==> src/rtl/byte_demux24_pkg.sv <==
// Shared constants and types for the byte-to-24-bit sample demultiplexer.
// The byte counter doubles as the sequencer state: S_B0 is the MSB slot, S_B2 the final byte.
package byte_demux24_pkg;

  localparam int unsigned BYTE_W       = 8;
  localparam int unsigned SAMPLE_BYTES = 3;
  localparam int unsigned SAMPLE_W     = BYTE_W * SAMPLE_BYTES;
  localparam int unsigned CNT_W        = $clog2(SAMPLE_BYTES);

  localparam logic CH_A = 1'b0;
  localparam logic CH_B = 1'b1;

  typedef logic [CNT_W-1:0]           cnt_t;
  typedef logic [BYTE_W-1:0]          byte_t;
  typedef logic signed [SAMPLE_W-1:0] sample_t;

  localparam cnt_t S_B0 = cnt_t'(0);
  localparam cnt_t S_B1 = cnt_t'(1);
  localparam cnt_t S_B2 = cnt_t'(SAMPLE_BYTES - 1);

  // Appends one byte at the LSB end; the oldest byte ends up as the MSB.
  function automatic sample_t shift_in(input sample_t s, input byte_t b);
    return sample_t'({s[SAMPLE_W-BYTE_W-1:0], b});
  endfunction

endpackage

==> src/rtl/byte_demux24_out_slot.sv <==
// One-entry output slot: a data/valid register loaded by the assembler and drained by a
// valid/ready consumer. A load wins over a drain so back-to-back samples never bubble.
module byte_demux24_out_slot #(
  parameter int unsigned WIDTH = 24
) (
  input  logic                    i_clk,
  input  logic                    i_rst_n,
  input  logic                    i_load,
  input  logic signed [WIDTH-1:0] i_data,
  input  logic                    i_ready,
  output logic signed [WIDTH-1:0] o_data,
  output logic                    o_valid
);

  logic signed [WIDTH-1:0] r_data;
  logic                    r_valid;

  always_ff @(posedge i_clk) begin
    if (!i_rst_n) begin
      r_data  <= '0;
      r_valid <= 1'b0;
    end else if (i_load) begin
      r_data  <= i_data;
      r_valid <= 1'b1;
    end else if (r_valid && i_ready) begin
      r_valid <= 1'b0;
    end
  end

  assign o_data  = r_data;
  assign o_valid = r_valid;

endmodule

==> src/rtl/byte_demux24.sv <==
// Assembles MSB-first bytes into signed 24-bit samples and steers each to channel A or B.
// Only the final byte of a sample can stall, and only on its own channel's full slot.
module byte_demux24
  import byte_demux24_pkg::*;
(
  input  logic                       i_clk,
  input  logic                       i_rst_n,
  input  logic [BYTE_W-1:0]          i_in_byte,
  input  logic                       i_in_sel,
  input  logic                       i_in_valid,
  output logic                       o_in_ready,
  input  logic                       i_flush,
  output logic signed [SAMPLE_W-1:0] o_out_a,
  output logic                       o_out_a_valid,
  input  logic                       i_out_a_ready,
  output logic signed [SAMPLE_W-1:0] o_out_b,
  output logic                       o_out_b_valid,
  input  logic                       i_out_b_ready
);

  cnt_t    r_cnt;
  sample_t r_shreg;
  logic    r_sel;

  logic    w_last;
  logic    w_dest_sel;
  logic    w_dest_valid;
  logic    w_dest_ready;
  logic    w_accept;
  logic    w_load_a;
  logic    w_load_b;
  sample_t w_sample;

  assign w_last = (r_cnt == S_B2);

  // The MSB byte carries its own select; later bytes follow the latched one.
  assign w_dest_sel   = (r_cnt == S_B0) ? i_in_sel : r_sel;
  assign w_dest_valid = (w_dest_sel == CH_B) ? o_out_b_valid : o_out_a_valid;
  assign w_dest_ready = (w_dest_sel == CH_B) ? i_out_b_ready : i_out_a_ready;

  assign o_in_ready = !i_flush && !(w_last && w_dest_valid && !w_dest_ready);
  assign w_accept   = i_in_valid && o_in_ready;
  assign w_sample   = shift_in(r_shreg, i_in_byte);

  assign w_load_a = w_accept && w_last && (w_dest_sel == CH_A);
  assign w_load_b = w_accept && w_last && (w_dest_sel == CH_B);

  always_ff @(posedge i_clk) begin
    if (!i_rst_n) begin
      r_cnt   <= S_B0;
      r_shreg <= '0;
      r_sel   <= CH_A;
    end else if (i_flush) begin
      r_cnt <= S_B0;
    end else if (w_accept) begin
      r_shreg <= w_sample;
      if (r_cnt == S_B0) begin
        r_sel <= i_in_sel;
      end
      r_cnt <= w_last ? S_B0 : r_cnt + cnt_t'(1);
    end
  end

  byte_demux24_out_slot #(
    .WIDTH (SAMPLE_W)
  ) u_slot_a (
    .i_clk   (i_clk),
    .i_rst_n (i_rst_n),
    .i_load  (w_load_a),
    .i_data  (w_sample),
    .i_ready (i_out_a_ready),
    .o_data  (o_out_a),
    .o_valid (o_out_a_valid)
  );

  byte_demux24_out_slot #(
    .WIDTH (SAMPLE_W)
  ) u_slot_b (
    .i_clk   (i_clk),
    .i_rst_n (i_rst_n),
    .i_load  (w_load_b),
    .i_data  (w_sample),
    .i_ready (i_out_b_ready),
    .o_data  (o_out_b),
    .o_valid (o_out_b_valid)
  );

endmodule
==> config.mk <==
export PLATFORM = sky130hd
export DESIGN_NAME = byte_demux24
export DESIGN_NICKNAME = d
export VERILOG_FILES = /design/src/rtl/byte_demux24_pkg.sv /design/src/rtl/byte_demux24_out_slot.sv /design/src/rtl/byte_demux24.sv
export SDC_FILE = /design/constraint.sdc
export NUM_CORES = 1
export LEC_CHECK = 0
export CORE_ASPECT_RATIO = 0.9
export CORE_MARGIN = 2
export CORE_UTILIZATION = 47
export DETAILED_ROUTE_END_ITERATION = 12
export PLACE_DENSITY = 0.75
export SYNTH_ARGS = -nofsm -noshare
export SYNTH_HDL_FRONTEND = slang
export SYNTH_SLANG_ARGS = --single-unit
==> constraint.sdc <==
create_clock -name i_clk -period 1.4 [get_ports i_clk]
set_input_delay 0.21 -clock i_clk [delete_from_list [all_inputs] [get_ports i_clk]]
set_output_delay 0.21 -clock i_clk [all_outputs]
set_load 0.1 [all_outputs]
==> results.md, run 1 <==
- Setup repair after global routing could not meet its margin everywhere.
- The type of the most critical hold path is in2reg.
- The number of search-and-repair iterations in the first detailed-routing pass is 6.
- The worst setup slack for register-to-register paths is -0.23 ns.
- The final routed wirelength across all metal layers is approximately 16000 µm.
- For this run, the slowest stage of the critical path takes roughly 0.34 ns.
- The width of the die is about 93 µm.
- The worst hold path startpoint is i_in_valid.
- The cell count after synthesis came out at approximately 400.
- Fill cells in the final layout number 330.
- Synthesis instantiated 29 different standard cells from the library.
- Data on the critical path arrives at its endpoint at around 1.5 ns.
- For the pin with the worst max-slew slack, the measured transition is 0.5806 ns.
- The largest net degree at the start of global routing is a little under 50.
- STA classifies the critical path endpoint as a primary output.
- Once the floorplan was initialized, standard cells occupied 48.06% of the core.
- In the final layout, flip-flops and latches occupy roughly 1400 µm².
- The vias after detailed routing is roughly 4400.
- The number of global-route vias before repair is 3700.
- Dividing the detail-routed wire length by the instance count gives 27.35 µm.
- The total buffers and inverters traversed by the critical path is 2.
- The H-tree depth is 3.
- The count of pins over their slew limit came to 0.
- In the final layout, the multi-input gates occupy between 2000 and 2500 µm².
- Counting along the longest clock path gives a buffer depth of 2.
- In this run the core area contains 29 standard-cell rows.
- Data on the critical path is required at its endpoint by about 1.2 ns.
- The final weighted congestion in routability-driven placement is approximately 0.88.
- The number of diodes added for antenna fixing is 0.
- The area growth from synthesis to layout is 75.93%.
- The remaining design rule violation count is 0.
- The number of buffers added by the clock tree synthesis step is 9.
- The signal on the critical path passes through buf_6, nor3b_4, o21a_1, nor2_4, buf_12.
- The maximum clock skew at final layout is about 0.016 ns.
- The number of hold-repair buffers added at the cts stage is 0.
- Once layout is complete, the utilization of the core stands at 84.55%.
- The terminating pin of the worst hold path is r_cnt[1].
- The portion of the clock cycle consumed by the worst path in the final layout is 119.7%.
- The floorplan step defined a core boundary enclosing approximately 7000 µm².
- For this run, the total global-route usage over all layers was measured as a little under a third.
- TritonCTS built the clock tree.
- In this run the power density over the cells is 803.4 nW/µm².
- For this run, the post-layout net count is 505.
- Total power for the finished layout comes to 4732 µW.
- Clock-pin slew was measured on the worst setup and hold paths at ~0.070 ns.
- The area of the die is 7816 µm².
- The share of cells above drive strength 1 is 39.68%.
- The number of antenna violations at the first check in global routing is 0.
- The die outline height is around 84 µm.
- The via density per instance is between 7 and 8.
- In this run the critical register-to-register path is captured at r_shreg[14].
- IR analysis of the VDD net gives a maximum drop of roughly 470 µV.
- For this run, the register share of the synthesized area comes to between 40% and 50%.
- The number of setup violations in the final report is 47.
- The wire length of the first global-routing pass is 18830 µm.
- The flow ran to the end, but the final reports show violations.
- The source-to-sink clock delay at the later pin of the worst-skew pair is between 0.3 and 0.4 ns.
- The number of I/O port buffers is between 60 and 70.
- The headroom to the max-slew limit is about three fifths.
- The estimated wirelength of the detail-placed design is 7117 µm.
- The tree built by TritonCTS fans out to just under 70 sinks.
- The reported max-cap violation count is 0.
- The worst setup path is launched from a flop.
- The buffer type at the clock tree root is clkbuf_8.
- Global routing finished with a remaining overflow of 0.
- Once detail routing completed, the nets flagged for antenna violations numbered 0.
- Summing every instance area after synthesis gives roughly 3300 µm².
- The checks that failed: negative setup slack.
- In this run the worst path has a maximum fanout of 3.
- The cell family with the largest share of critical-path delay is flip-flops.
- In this run the critical register-to-register path is launched from u_slot_a.o_valid.
- The number of nets handed over by synthesis was ~410.
- Derived from the worst setup path, the maximum achievable clock frequency is between 500 and 600 MHz.
- The number of cell instances on the worst register-to-register path is 6.
- Setup slack on the critical path of the routed design comes to -0.2752 ns.
- The first routing iteration left between 700 and 800 violations.
- The synthesized area divided by synthesized cell count is 8.392 µm².
- The slowest stage of the critical path is the dfxtp_2 cell.
- The category of the most critical setup path is reg2out.
- For the finished layout, the period the worst path requires is 1.675 ns.
- The count of endpoints failing hold in the final timing report is 0.
- The synthesized design contains 69 register bits.
- Yosys printed 0 warnings.
- Pin placement for this block handled 66 I/O pins.
- For this design the static power due to leakage is about 0.0020 µW.
- The number of cells on the worst hold path is 3.
==> cells by family (layout without fill, tap and decap cells) <==
kind of cell	count (synthesis)	after routing	synth area share, %
flops	69	69	41.26
compound gates	119	119	23.43
buf+inv	63	157	8.445
mux	1	1	0.2990
simple gates	147	148	26.57
==> worst max path at each step <==
| stage | startpoint | endpoint | slack, ns | cells after the start |
|---|---|---|---|---|
| after detailed placement | i_out_a_ready | u_slot_a.o_data[1] | -0.52 | 4 |
| final | r_sel | o_in_ready | -0.28 | 5 |
| after global routing | r_sel | o_in_ready | -0.31 | 5 |
| after floorplan | u_slot_b.o_valid | o_in_ready | -0.53 | 6 |
| after CTS | r_sel | o_in_ready | -0.26 | 5 |
| after global placement | i_out_a_ready | u_slot_a.o_data[21] | -0.44 | 4 |
==> timing repair <==
| action | in CTS | in global routing |
|---|---|---|
| resized for setup | 19 | 56 |
| setup endpoints to repair | 41 | 48 |
| buffers inserted | 5 | 7 |
| pin swaps | 6 | 27 |
| gates cloned | 1 | 16 |
==> cell usage after synthesis <==
cell type | instances | area [µm²]
a21oi_1 | 52 | 260.3
a311oi_1 | 1 | 8.760
and3b_1 | 1 | 8.760
buf_1 | 2 | 7.510
buf_2 | 13 | 65.06
buf_6 | 4 | 45.04
clkbuf_1 | 41 | 153.9
clkinv_1 | 1 | 3.750
dfxtp_1 | 69 | 1381
inv_1 | 2 | 7.510
mux2i_1 | 1 | 10.01
nand2_1 | 16 | 60.06
nand2b_1 | 4 | 25.02
nand3_1 | 16 | 80.08
nand3b_1 | 1 | 7.510
nand4_1 | 64 | 400.4
nand4bb_1 | 1 | 11.26
nor2_1 | 5 | 18.77
nor2b_1 | 3 | 18.77
nor3b_1 | 1 | 7.510
nor3b_2 | 1 | 12.51
nor4b_1 | 1 | 8.760
nor4bb_1 | 1 | 10.01
o2111ai_1 | 16 | 140.1
o21a_1 | 1 | 7.510
o21bai_1 | 1 | 7.510
o31ai_1 | 48 | 360.4
or3_1 | 16 | 100.1
or4_1 | 16 | 120.1
==> metal layers <==
layer / part of all wire [%] / track usage, % / up-vias / wire [µm]
met5: 0 / 0 / - / 0
met4: 9.1 / 15.11 / 0 / 1454
met3: 14 / 6.865 / 159 / 2262
met2: 44 / 48.16 / 489 / 7124
met1: 32 / 38.61 / 1976 / 5214
li1: - / - / 1744 / -
==> layout by cell type, fill, tap and decap left out, drive strengths merged <==
cell type / Yosys / final
buf: 19 / 115
dfxtp: 69 / 69
nand4: 64 / 64
a21oi: 52 / 52
o31ai: 48 / 48
clkbuf: 41 / 19
nand2: 16 / 16
nand3: 16 / 16
or3: 16 / 16
o2111ai: 16 / 16
or4: 16 / 16
clkdlybuf4s50: 0 / 10
nor2: 5 / 5
nand2b: 4 / 4
bufinv: 0 / 4
nor2b: 3 / 4
dlygate4sd2: 0 / 3
inv: 2 / 3
nor3b: 2 / 2
clkinv: 1 / 2
and3b: 1 / 1
o21a: 1 / 1
nor4bb: 1 / 1
nand4bb: 1 / 1
nand3b: 1 / 1
o21bai: 1 / 1
a311oi: 1 / 1
nor4b: 1 / 1
mux2i: 1 / 1
dlymetal6s2s: 0 / 1
==> area by class of cell <==
cell class              count  share of cell area [%]
clock buffers               9                   2.103
clock inverters             6                   2.294
inverters                   3                  0.1912
multi-input cells         268                   33.96
flip-flops and latches     69                   23.68
well taps                  93                   1.975
repair buffers            139                   35.79
==> where the power goes <==
group          internal (µW)  switching, µW
sequential              1990           52.6
clock                   1360            867
combinational            189            273
total                   3540           1190
==> metrics by stage <==
| step | TNS, ns | cells | worst slack, ns | area, µm² | hold slack [ns] |
|---|---|---|---|---|---|
| 6_report | -4.027 | 587 | -0.2752 | 5891 | 0.3002 |
| 5_1_grt | -7.006 | 587 | -0.3128 | 5891 | 0.3129 |
| 4_1_cts | -0.9054 | 565 | -0.2584 | 5236 | 0.4980 |
| 3_5_place_dp | -27.04 | 545 | -0.5243 | 4883 | 0.5003 |
| 3_3_place_gp | -22.82 | 545 | -0.4421 | 4883 | 0.4939 |
| 2_1_floorplan | -1.073 | 399 | -0.5279 | 3402 | 0.3172 |
==> tightest hold or removal path, delay by kind of cell <==
kind	cells	cell delay, ns
compound gates	1	0.09
buf+inv	2	0.32
==> registers in the layout, indices dropped and copies added (netlist names) <==
register,count
u_slot_a.o_valid,1
r_cnt,2
u_slot_b.o_data,24
u_slot_a.o_data,24
r_shreg,16
r_sel,1
u_slot_b.o_valid,1
No activity file was read; power rests on OpenSTA's default activity.
==> inputs of run 2 (changes only) <==
--- a/config.mk
+++ b/config.mk
@@ -7,9 +7,9 @@
 export LEC_CHECK = 0
 export CORE_ASPECT_RATIO = 0.9
 export CORE_MARGIN = 2
-export CORE_UTILIZATION = 47
+export CORE_UTILIZATION = 45
 export DETAILED_ROUTE_END_ITERATION = 12
-export PLACE_DENSITY = 0.75
+export PLACE_DENSITY = 0.72
 export SYNTH_ARGS = -nofsm -noshare
 export SYNTH_HDL_FRONTEND = slang
 export SYNTH_SLANG_ARGS = --single-unit
==> run 2 against run 1 <==
Effect of this change:
- flip-flop and latch count unchanged
- clock power down 14%
- via count down 4.8%
- largest power group is now sequential cells
- largest cell class unchanged
- critical path depth unchanged
- non-clock buffer count down 5
- critical path type unchanged
- maximum frequency down 4.4%
- the flow still finishes with violations (negative setup slack)
- clock skew up 0.010 ns
- highest routed layer unchanged
- final cell count down 0.85%
==> results.md, run 2 (synthesized netlist as in run 1, its figures left out) <==
- The maximum number of buffers from clock root to sink came to 2 (unchanged).
- The number of violations reported at the end of detailed-routing iteration 0 is 571 (-23%).
- The final instance area is 5812 µm² (-1.3%).
- The final weighted congestion in routability-driven placement is 0.8948 (+1.9%).
- The die outline height is 85.83 µm (+2.1%).
- The total number of clock tree sinks is 69 (unchanged).
- The net switching share of the total power came to 27.76% (+2.6 points).
- The count of pins over their slew limit was 0 (unchanged).
- The net load switching power came to 1218 µW (+2.1%).
- The part of the total power dissipated in sequential elements is 46.6% (+3.4 points).
- The area of the die is 8147 µm² (+4.2%).
- The endpoint arrival time on the critical path is 1.54 ns (+0.07 ns).
- The leakage power total is 0.001992 µW (-2.3%).
- The post-route worst setup slack is -0.3517 ns (-0.07650 ns).
- The number of antenna violations at the first check in global routing came to 0 (unchanged).
- The slew at the pin closest to its max-slew limit is 0.8471 ns (+0.2666 ns).
- The share of cells above drive strength 1 is 38.04% (-1.6 points).
- The final routed wirelength across all metal layers was 14240 µm (-11%).
- The wire length of the first global-routing pass is 17470 µm (-7.2%).
- The width of the die was 94.93 µm (+2.1%).
- TritonCTS built the clock tree.
- The worst slack on hold paths is 0.2972 ns (-0.003039 ns).
- The overall power consumption is 4389 µW (-7.3%).
- The clock transition at the registers of the reported paths is 0.07 ns (about the same).
- The reported max-cap violation count is 0 (unchanged).
- The global router's overall resource usage is 27.87% (-2.5 points).
- The run finished, with violations left.
- The achievable frequency is 570.9 MHz (-4.4%).
- The maximum VDD drop came to 526.3 µV (+12%).
- The clock power share is 43.5% (-3.5 points).
- The number of diodes added for antenna fixing was 0 (unchanged).
- The worst setup path is launched from a flop.
- The total cell area at the placement stage is 4888 µm² (+0.10%).
- The estimated wirelength of the detail-placed design is 6656 µm (-6.5%).
- The sort of element at the end of the critical path is a primary output.
- The number of global-route vias before repair came to 3349 (-9.5%).
- The effective utilization at floorplan is 46.84% (-1.2 points).
- The number of search-and-repair iterations in the first detailed-routing pass is 5 (-1).
- The clock period minus worst slack is 1.752 ns (+0.07650 ns).
- The placeable core region is 7148 µm² (+2.6%).
- The remaining design rule violation count is 0 (unchanged).
- The largest net degree at the start of global routing is 51 (+4.1%).
- The post-route antenna net violation count came to 0 (unchanged).
- The total power density per cell area came to 755.2 nW/µm² (-6.0%).
- Compared with the post-synthesis result, the final layout area differs by 73.58%.
- The H-tree depth is 3 (unchanged).
- The via density per instance came to 7.148 (-3.9%).
- The final net count is 499 (-1.2%).
- The number of buffers added by the clock tree synthesis step came to 9 (unchanged).
- The number of hold-repair buffers added at the cts stage is 0 (unchanged).
- The per-cell routed wire length is 24.47 µm (-11%).
- The source-to-sink clock delay at the later pin of the worst-skew pair is 0.38 ns (about the same).
- The part of the total power dissipated in combinational logic is 9.9% (about the same).
- The number of setup violations in the final report came to 66 (+40%).
- The maximum clock skew at final layout is 0.02694 ns (+0.01047 ns).
- The top cell types in the final layout, fill and taps aside, are nand4_1, dfxtp_1, buf_12.
- By startpoint and endpoint, the worst setup path is classified as reg2out.
- The pre-CTS worst setup slack was -0.5398 ns (-0.01549 ns).
- The number of top-level pins is 66 (unchanged).
- The required time of the critical path is 1.19 ns (about the same).
- Setup repair after global routing could not meet its margin everywhere.
- The final reports fail on negative setup slack.
- The design internal power is 3171 µW (-10%).
- The number of I/O port buffers is 65 (unchanged).
- The portion of the clock cycle consumed by the worst path in the final layout is 125.1% (+5.5 points).
- The total grt overflow came to 0 (unchanged).
- The count of endpoints failing hold in the final timing report came to 0 (unchanged).
- Clock tree synthesis selected as its root buffer the cell clkbuf_8.
- The vias after detailed routing is 4160 (-4.8%).
- The critical-path maximum fanout came to 2 (-1).
- The type of the most critical hold path is in2reg.
- The placement row count was 29 (unchanged).
- The headroom to the max-slew limit is 43.40% (-18 points).
==> run 2: final timing paths <==
check	start	end	slack [ns]	depth (start not counted)
worst min-delay path	i_in_valid	r_cnt[1]	0.30	3
worst max register to register	r_cnt[0]	u_slot_b.o_data[13]	-0.22	6
worst max-delay path	u_slot_b.o_valid	o_in_ready	-0.35	5
worst min register to register	u_slot_a.o_data[8]	u_slot_a.o_data[8]	0.51	2
==> run 2: through the flow <==
stage	TNS [ns]	std cells	util [%]
after global routing	-10.46	582	81.31
after detailed placement	-26.84	544	68.39
after floorplan	-1.073	399	-
final	-6.692	582	81.31
after global placement	-24.01	544	68.39
after CTS	-1.974	567	73.83
==> run 2: timing repair <==
item,CTS,global route
endpoints found under the setup margin,55,52
cloned,2,13
pin swaps,5,24
gates resized for setup,22,52
setup buffers,5,3
==> run 2: area by class of cell <==
class | instances | area [µm²]
clock buffer | 11 | 162.7
inverter | 3 | 11.26
sequential | 69 | 1395
timing repair buffer | 134 | 2059
tap | 93 | 116.4
clock inverter | 5 | 63.81
fill | 361 | 1336
multi-input combinational | 267 | 2003
==> run 2: power groups by stage <==
stage / combinational, µW / clock, µW / sequential (µW)
after global placement: 369 / 0 / 2080
after global routing: 458 / 1970 / 2050
after floorplan: 173 / 0 / 2070
final: 436 / 1910 / 2050
after detailed placement: 377 / 0 / 2080
after CTS: 384 / 1830 / 2040
==> run 2: worst max-delay path: stages, from the launching register on <==
cell	delay (ns)
dfxtp_4	0.34
and3b_2	0.23
buf_12	0.13
o21a_1	0.20
nor2_4	0.11
buf_12	0.18
==> run 2: routing by layer <==
metal  GRT usage (%)  wire, µm  vias to the layer above
met2           42.55      6364                      381
met1           37.77      5089                     1920
met3           5.009      1774                      114
li1                -         -                     1745
met4           14.23      1013                        0
met5               0         0                        -
==> inputs of run 3 (changes only) <==
--- a/config.mk
+++ b/config.mk
@@ -9,6 +9,7 @@
 export CORE_MARGIN = 2
 export CORE_UTILIZATION = 45
 export DETAILED_ROUTE_END_ITERATION = 12
+export MAX_ROUTING_LAYER = met4
 export PLACE_DENSITY = 0.72
 export SYNTH_ARGS = -nofsm -noshare
 export SYNTH_HDL_FRONTEND = slang
==> run 3 against run 2 <==
Effect of this change:
- the run still ends with negative setup slack left
- combinational power fell by 1%
- routed wire length down 2.5%
- clock power down 3%
- cell area down 0.88%
- highest routed layer unchanged
==> results.md, run 3 (synthesized netlist as in run 1, its figures left out) <==
- The number of buffers added by the clock tree synthesis step is 9 (unchanged).
- The width of the die is 94.93 µm (unchanged).
- The number of violations reported at the end of detailed-routing iteration 0 was 598 (+4.7%).
- The clock transition at the registers of the reported paths is 0.07 ns (about the same).
- The total cell area at the placement stage was 4888 µm² (unchanged).
- The total grt overflow is 0 (unchanged).
- The wire length of the first global-routing pass came to 17450 µm (-0.11%).
- The run finished, with violations left.
- The clock power share is 42.9% (-0.6 points).
- The endpoint arrival time on the critical path came to 1.53 ns (about the same).
- The checks that failed: negative setup slack.
- The number of top-level pins came to 66 (unchanged).
- The placeable core region came to 7148 µm² (unchanged).
- The number of cells on the worst hold path is 3 (unchanged).
- Setup repair after global routing could not meet its margin everywhere.
- The final instance area is 5761 µm² (-0.88%).
- The endpoint identified for the worst register-to-register timing path is r_shreg[2].
- The leakage power total is 0.001964 µW (-1.4%).
- The top cell types in the final layout, fill and taps aside, are nand4_1, buf_12, dfxtp_1.
- The number of diodes added for antenna fixing is 0 (unchanged).
- In this run the worst setup path begins at u_slot_b.o_valid.
- The tree is rooted in a clkbuf_8.
- The type of the most critical hold path is in2reg.
- The number of global-route vias before repair came to 3345 (-0.12%).
- The portion of the clock cycle consumed by the worst path in the final layout came to 124.6% (-0.51 points).
- The critical path launch point type is a flop.
- The final-layout fill cell count is 382 (+5.8%).
- The placement row count is 29 (unchanged).
- The final weighted congestion in routability-driven placement is 0.9100 (+1.7%).
- The signed area change from the synthesized netlist to the final layout is 72.05%.
- The worst setup slack for register-to-register paths was -0.24 ns (-0.02 ns).
- The share of cells above drive strength 1 is 38.40% (+0.36 points).
- The reg-to-reg startpoint is u_slot_b.o_valid.
- The maximum VDD drop is 605.8 µV (+15%).
- TritonCTS built the clock tree.
- The headroom to the max-slew limit is 51.02% (+7.6 points).
- The total number of clock tree sinks is 69 (unchanged).
- The source-to-sink clock delay at the later pin of the worst-skew pair came to 0.37 ns (about the same).
- The final routed wirelength across all metal layers was 13890 µm (-2.5%).
- The required time of the critical path was 1.19 ns (about the same).
- The utilization after layout came to 80.59% (-0.72 points).
- The clock period minus worst slack was 1.745 ns (-0.007173 ns).
- The global router's overall resource usage is 28.75% (+0.88 points).
- The overall power consumption was 4334 µW (-1.3%).
- The worst setup path is of the reg2out kind.
- The slew at the pin closest to its max-slew limit is 0.7314 ns (-0.1158 ns).
- The final net count was 497 (-0.40%).
- The achievable frequency was 573.2 MHz (+0.41%).
- The via density per instance is 7.148 (about the same).
- The most critical setup path has its endpoint at o_in_ready.
- The number of cell instances on the worst register-to-register path is 5 (-1).
- The post-route antenna net violation count came to 0 (unchanged).
- The worst slack on hold paths is 0.2853 ns (-0.01184 ns).
- The reported max-cap violation count is 0 (unchanged).
- The largest net degree at the start of global routing is 51 (unchanged).
- The H-tree depth is 3 (unchanged).
- The estimated wirelength of the detail-placed design came to 6656 µm (unchanged).
- The sort of element at the end of the critical path is a primary output.
- The count of pins over their slew limit came to 0 (unchanged).
- The number of I/O port buffers is 65 (unchanged).
- The part of the total power dissipated in sequential elements is 47.2% (+0.6 points).
- The total power density per cell area came to 752.3 nW/µm² (-0.38%).
- The maximum clock skew at final layout came to 0.01527 ns (-0.01167 ns).
- The count of endpoints failing hold in the final timing report is 0 (unchanged).
- The die outline height is 85.83 µm (unchanged).
- The critical-path maximum fanout is 2 (unchanged).
- The part of the total power dissipated in combinational logic is 9.9% (about the same).
- The net switching share of the total power is 26.96% (-0.80 points).
- The design internal power is 3166 µW (-0.17%).
- The remaining design rule violation count is 0 (unchanged).
- The area of the die is 8147 µm² (unchanged).
- The post-route worst setup slack is -0.3445 ns (+0.007173 ns).
- The number of antenna violations at the first check in global routing is 0 (unchanged).
- The net load switching power is 1168 µW (-4.1%).
- The number of search-and-repair iterations in the first detailed-routing pass is 6 (+1).
- The maximum number of buffers from clock root to sink is 2 (unchanged).
- The effective utilization at floorplan is 46.84% (unchanged).
- The number of setup violations in the final report was 57 (-14%).
- The vias after detailed routing is 4146 (-0.34%).
- The per-cell routed wire length is 23.94 µm (-2.2%).
run 3: layout make-up:
class / instances / area (µm²) / area share [%]
multi-input combinational: 268 / 2009 / 34.88
timing repair buffer: 131 / 1999 / 34.71
sequential: 69 / 1398 / 24.26
clock buffer: 11 / 162.7 / 2.824
tap: 93 / 116.4 / 2.020
clock inverter: 5 / 63.81 / 1.108
inverter: 3 / 11.26 / 0.1955
run 3: power groups by stage:
stage | Clock, µW | Sequential, µW | Combinational [µW]
detailed placement | 0 | 2080 | 377
finish | 1860 | 2050 | 431
CTS | 1830 | 2040 | 384
global placement | 0 | 2080 | 369
global route | 1960 | 2040 | 448
floorplan | 0 | 2070 | 173
run 3: critical path, cell delays in order, from the launching register on:
cell     delay (ns)
dfxtp_4        0.34
and3b_2        0.23
buf_12         0.12
o21a_1         0.19
nor2_4         0.11
buf_12         0.18
run 3: repair_timing:
item | 4_1_cts | 5_1_grt
hold buffers | 0 | 0
setup endpoints to repair | 55 | 50
pin swaps | 5 | 19
gates cloned | 2 | 12
buffers inserted | 5 | 2
gates resized for setup | 22 | 52
endpoints found under the hold margin | 0 | 0
run 3: stage by stage:
step	setup TNS [ns]	setup slack [ns]	std cells
floorplan	-1.073	-0.5279	399
global placement	-24.01	-0.4842	544
detailed placement	-26.84	-0.5398	544
CTS	-1.974	-0.3644	567
global route	-6.202	-0.3835	580
finish	-3.819	-0.3445	580
run 3: routing by layer:
metal  GRT usage (%)  vias to the layer above  part of all wire, %
li1                -                     1741                    -
met1           37.93                     1928                   36
met2           42.75                      367                   45
met4           13.04                        0                  6.9
met5               -                        -                    0
met3           5.536                      110                   12
run 3: worst min-delay path by stage:
stage,start,to,slack (ns)
after global placement,u_slot_a.o_data[7],u_slot_a.o_data[7],0.49
final,i_in_valid,r_cnt[1],0.29
after CTS,i_in_sel,r_sel,0.47
after global routing,i_in_valid,r_cnt[1],0.31
after detailed placement,u_slot_b.o_data[4],u_slot_b.o_data[4],0.50
after floorplan,i_in_valid,r_cnt[1],0.32
